### config.mk
export PLATFORM = sky130hd
export DESIGN_NAME = hack_cpu_mc
export DESIGN_NICKNAME = d
export VERILOG_FILES = /design/src/rtl/hack_cpu_mc.sv
export SDC_FILE = /design/constraint.sdc
export NUM_CORES = 1
export LEC_CHECK = 0
export BUFFER_PORTS_ARGS = -buffer_cell sky130_fd_sc_hd__buf_2
export CAP_MARGIN = 20
export CORE_ASPECT_RATIO = 0.8
export CORE_UTILIZATION = 62
export CTS_BUF_LIST = sky130_fd_sc_hd__clkbuf_4 sky130_fd_sc_hd__clkbuf_8 sky130_fd_sc_hd__clkbuf_16
export DETAILED_ROUTE_END_ITERATION = 12
export GPL_TIMING_DRIVEN = 0
export MAX_ROUTING_LAYER = met4
export PLACE_DENSITY_LB_ADDON = 0.2
export SLEW_MARGIN = 20
export SYNTH_ARGS = -nofsm -noshare
export SYNTH_HDL_FRONTEND = slang
export SYNTH_SLANG_ARGS = --single-unit
### constraint.sdc
create_clock -name clk -period 7.4 [get_ports clk]
set_input_delay 1.48 -clock clk [delete_from_list [all_inputs] [get_ports clk]]
set_output_delay 1.48 -clock clk [all_outputs]
set_load 0.02 [all_outputs]
### src/rtl/hack_cpu_mc.sv
// Multi-cycle Hack CPU with req/ack instruction and data memory ports.
// ALU work is done in DECODE, or on the MREAD ack for M operands, so no separate execute cycle is spent.

module hack_cpu_mc #(
  parameter int              DATA_W   = 16,
  parameter int              PC_W     = 15,
  parameter logic [PC_W-1:0] RESET_PC = '0
) (
  input  logic              clk,
  input  logic              reset,
  output logic              imem_req,
  output logic [PC_W-1:0]   imem_addr,
  input  logic              imem_ack,
  input  logic [15:0]       imem_rdata,
  output logic              dmem_req,
  output logic              dmem_we,
  output logic [DATA_W-1:0] dmem_addr,
  output logic [DATA_W-1:0] dmem_wdata,
  input  logic              dmem_ack,
  input  logic [DATA_W-1:0] dmem_rdata,
  output logic [PC_W-1:0]   pc,
  output logic              retire
);

  typedef enum logic [1:0] {S_FETCH, S_DECODE, S_MREAD, S_MWRITE} state_t;

  state_t            state_q, state_d;
  logic [PC_W-1:0]   pc_q, pc_d, pc_inc;
  logic [DATA_W-1:0] areg_q, areg_d, dreg_q, dreg_d;
  logic [15:0]       ir_q, ir_d;
  logic [DATA_W-1:0] dmem_addr_q, dmem_addr_d, dmem_wdata_q, dmem_wdata_d;
  logic              retire_q, retire_d;
  logic [DATA_W-1:0] alu_x, alu_y, alu_r;
  logic              zr, ng, take, exec_now;

  // NOTE: blocking assignments inside always_comb are intentional; each line refines the previous value.
  always_comb begin
    alu_x = ir_q[11] ? '0 : dreg_q;
    if (ir_q[10]) alu_x = ~alu_x;
    alu_y = ir_q[9] ? '0 : (ir_q[12] ? dmem_rdata : areg_q);
    if (ir_q[8]) alu_y = ~alu_y;
    alu_r = ir_q[7] ? (alu_x + alu_y) : (alu_x & alu_y);
    if (ir_q[6]) alu_r = ~alu_r;
  end

  assign zr     = (alu_r == '0);
  assign ng     = alu_r[DATA_W-1];
  assign take   = (ir_q[2] & ng) | (ir_q[1] & zr) | (ir_q[0] & ~(zr | ng));
  assign pc_inc = pc_q + PC_W'(1);

  always_comb begin
    // NOTE: every variable gets a hold/default value first, so no path can infer a latch.
    state_d      = state_q;
    pc_d         = pc_q;
    areg_d       = areg_q;
    dreg_d       = dreg_q;
    ir_d         = ir_q;
    dmem_addr_d  = dmem_addr_q;
    dmem_wdata_d = dmem_wdata_q;
    retire_d     = 1'b0;
    exec_now     = 1'b0;

    unique case (state_q)
      S_FETCH: begin
        if (imem_ack) begin
          ir_d    = imem_rdata;
          state_d = S_DECODE;
        end
      end
      S_DECODE: begin
        if (!ir_q[15]) begin
          areg_d   = {{(DATA_W-15){1'b0}}, ir_q[14:0]};
          pc_d     = pc_inc;
          retire_d = 1'b1;
          state_d  = S_FETCH;
        end else if (ir_q[12]) begin
          dmem_addr_d = areg_q;
          state_d     = S_MREAD;
        end else begin
          exec_now = 1'b1;
        end
      end
      S_MREAD: begin
        if (dmem_ack) exec_now = 1'b1;
      end
      S_MWRITE: begin
        if (dmem_ack) begin
          retire_d = 1'b1;
          state_d  = S_FETCH;
        end
      end
      default: state_d = S_FETCH;
    endcase

    // Write address and jump target both use A as it was before this instruction.
    if (exec_now) begin
      if (ir_q[4]) dreg_d = alu_r;
      if (ir_q[5]) areg_d = alu_r;
      pc_d = take ? areg_q[PC_W-1:0] : pc_inc;
      if (ir_q[3]) begin
        dmem_addr_d  = areg_q;
        dmem_wdata_d = alu_r;
        state_d      = S_MWRITE;
      end else begin
        retire_d = 1'b1;
        state_d  = S_FETCH;
      end
    end
  end

  // NOTE: synchronous reset, checked first so it overrides any ack arriving in the same cycle.
  always_ff @(posedge clk) begin
    if (reset) begin
      state_q      <= S_FETCH;
      pc_q         <= RESET_PC;
      areg_q       <= '0;
      dreg_q       <= '0;
      ir_q         <= '0;
      dmem_addr_q  <= '0;
      dmem_wdata_q <= '0;
      retire_q     <= 1'b0;
    end else begin
      state_q      <= state_d;
      pc_q         <= pc_d;
      areg_q       <= areg_d;
      dreg_q       <= dreg_d;
      ir_q         <= ir_d;
      dmem_addr_q  <= dmem_addr_d;
      dmem_wdata_q <= dmem_wdata_d;
      retire_q     <= retire_d;
    end
  end

  // Requests are masked while reset is held, so an abandoned transfer ends at once.
  assign imem_req   = !reset && (state_q == S_FETCH);
  assign dmem_req   = !reset && ((state_q == S_MREAD) || (state_q == S_MWRITE));
  assign dmem_we    = !reset && (state_q == S_MWRITE);
  assign imem_addr  = pc_q;
  assign dmem_addr  = dmem_addr_q;
  assign dmem_wdata = dmem_wdata_q;
  assign pc         = pc_q;
  assign retire     = retire_q;

endmodule
==> flow_summary.toml <==
[outcome]
status = "finished clean"

[yosys]
synthArstFlopShare_pct = 0
yosys_warnings = 0
syn_avg_cell_area_um2 = 7.68
ys_ff_latch = 98
syn_area_um2 = 6110
syn-instance-count = 795
post-synth-top-count-cell = "nand2_1"
yosysSeqAreaShare_pct = 32.1
synth_edf_count = 0
synth_top_area_cell = "dfxtp_1"
synth.area.top_cells = "dfxtp_1 (32%), nand2_1 (8.2%), a21oi_1 (6.6%), mux2i_1 (5.4%), xnor2_1 (4.9%)"
synthFlopType = "dfxtp_1"
synth_top_cell_area_share_pct = 32.1
yosys.cell_types.count = 55
synth_nets = 853
synth_common_cells = "nand2_1 (133), dfxtp_1 (98), a21oi_1 (80)"

[die]
die-height_um = 90.8
dieArea_um2 = 10300
ios = 102
core-area_um2 = 9610
fp-row-count = 32
die_w_um = 113
initial_utilization_pct = 63.6

[detailed_routing]
drt_iter0_drc = 814
drt-vias-per-instance = 6.33
wl_per_cell_um = 18.8
detail_route.first_pass.iterations = 6
drc = 0
routed_wl_um = 19400
num_vias = 6522
detail-route-antenna-nets = 0

[pwr]
p_sw_share_pct = 41.2
powerDensity_nw_per_um2 = 264
p_switching_w = 0.000768
power.share.clock_pct = 27.2
power_frac_comb_pct = 40.4
seqPwrFrac_pct = 32.5
power_leakage_nw = 2.97
peakVddDrop_mv = 0.174
cellInternalPower_w = 0.00110

[clocking]
cts.path.max_buffers = 2
htreeDepth = 3
ctsHoldBuffers = 0
post_cts_resized = 0
clk_latency_ps = 350
path_clk_slew_ps = 70
cts_sinks = 98
numCtsBuffers = 9
cts_tree = "built"
post_cts_buffers = 0
cts_root_buf = "clkbuf_16"

[timing]
drv_slew = 0
period_minus_slack_ps = 5920
slew_headroom_pct = 35.7
skew_ps = 7.10
tns_ps = 0
hold_viol_final = 0
clock.fmax_mhz = 169
rsz0062_at_grt = "false"
finalSetupViolations = 0
period_share_pct = 80.0
worst_pin_slew_ps = 957

[layout]
drive_gt1_share_pct = 16.1
stdcell_count = 1030
n_antenna_cell = 0
area_growth_pct = 15.9
fin_nets = 964

[global_routing]
track_usage_pct = 39.5
grt.overflow.total = 0
grt_pass1_wl_um = 30400
antenna_found_initial = 0
grt_max_degree = 20
first_global_vias = 5838

[worst_setup_path]
required_ps = 7680
cp-start-kind = "register"
cp_data_arrival_time_ps = 6200
critical_path_class = "reg2reg"
crit_fanout = 10
cp-end-kind = "register"

[min_path]
hp-class = "reg2reg"

[run]
max_cap_viol_count = 0

[place]
hpwl_um = 14500
dp.cells = 1014
place_congestion = 0.930
portBuffers = 100
==> stage by stage <==
stage	power (W)	instance area (um2)	utilization, %	setup slack (ps)	hold WS [ps]
final	0.00187	7080	73.6	1480	454
after global routing	0.00194	7080	73.6	1210	474
after CTS	0.00184	7080	73.6	1640	453
after detailed placement	0.00134	6760	70.3	1610	443
after global placement	0.00132	6760	70.3	1710	440
after floorplan	0.00113	6110	-	2330	436
==> registers in the layout, indices dropped and copies added, names as in the netlist <==
| register | count |
|---|---|
| areg_q | 16 |
| dmem_addr | 16 |
| dmem_wdata | 16 |
| dreg_q | 16 |
| imem_addr | 15 |
| ir_q | 16 |
| retire | 1 |
| state_q | 2 |
==> critical path, stage by stage, from the launching register on <==
cell,delay (ps)
dfxtp_1,330
clkbuf_1,580
clkbuf_1,630
mux2i_1,270
nor2_1,70
xor2_1,160
ha_1,410
o21ai_1,130
a211oi_1,410
o2111ai_2,270
a31oi_1,300
o21a_1,140
o32ai_1,90
xnor2_1,780
o21ai_1,290
a31oi_4,350
buf_2,280
a22oi_1,120
a31oi_1,200
==> power groups by stage <==
stage	sequential [W]	combinational, W	clock (W)
global placement	0.000613	0.000703	0
CTS	0.000603	0.000733	0.000501
finish	0.000606	0.000753	0.000506
floorplan	0.000610	0.000524	0
global route	0.000609	0.000809	0.000526
detailed placement	0.000614	0.000725	0
==> area by class of cell <==
| cell class | instances | area, um2 |
|---|---|---|
| Clock buffer | 9 | 225 |
| Clock inverter | 7 | 95.1 |
| Fill cell | 767 | 2530 |
| Tap cell | 119 | 149 |
| Inverter | 12 | 45.0 |
| Buffer | 73 | 344 |
| Timing Repair Buffer | 100 | 500 |
| Sequential cell | 98 | 1960 |
| Multi-Input combinational cell | 612 | 3760 |
==> path summary, 6_finish.rpt <==
path	cells past startpoint	from	end	slack, ps
hold / removal	2	dmem_addr[2]	dmem_addr[2]	450
setup reg to reg	18	ir_q[12]	imem_addr[11]	1480
setup / recovery	18	ir_q[12]	imem_addr[11]	1480
hold reg to reg	2	dmem_addr[2]	dmem_addr[2]	450
==> kinds of logic (layout without fill, tap and decap cells) <==
kind of cell | Yosys count | in the layout | synth area share (%)
and+or+nand+nor | 315 | 315 | 24.3
AOI/OAI and AO/OA | 191 | 191 | 19.9
DFF | 98 | 98 | 32.1
buffers and inverters | 85 | 201 | 6.37
xor gates and xnor gates | 51 | 51 | 7.31
muxes | 33 | 33 | 5.41
adders and majority gates | 22 | 22 | 4.63
==> cell usage in the layout, fill, tap and decap left out, drive strengths merged, types with 3 or more instances in the layout <==
cell type	n
a31oi	20
ha	21
a211oi	22
and2	6
or4	8
clkinv	3
inv	15
nand3	22
o21a	3
nor2	69
a21o	7
a31o	3
nand4b	7
nand2b	22
a21oi	80
o21ai	18
nand3b	9
and3	10
xnor2	34
dfxtp	98
buf	127
nor4	5
nand4	4
a22oi	14
xor2	17
clkbuf	55
nor4b	3
mux2i	33
nor2b	7
o211ai	6
nor3	7
nand2	133
==> metal layers <==
layer  part of all wire, %  vias up  GRT usage [%]
li1                      -     3007              -
met1                    42     3026           53.0
met2                    43      418           59.0
met3                    12       71           9.26
met4                   2.8        0           12.0
met5                     0        -              -
(Power assumes the default switching activity.)
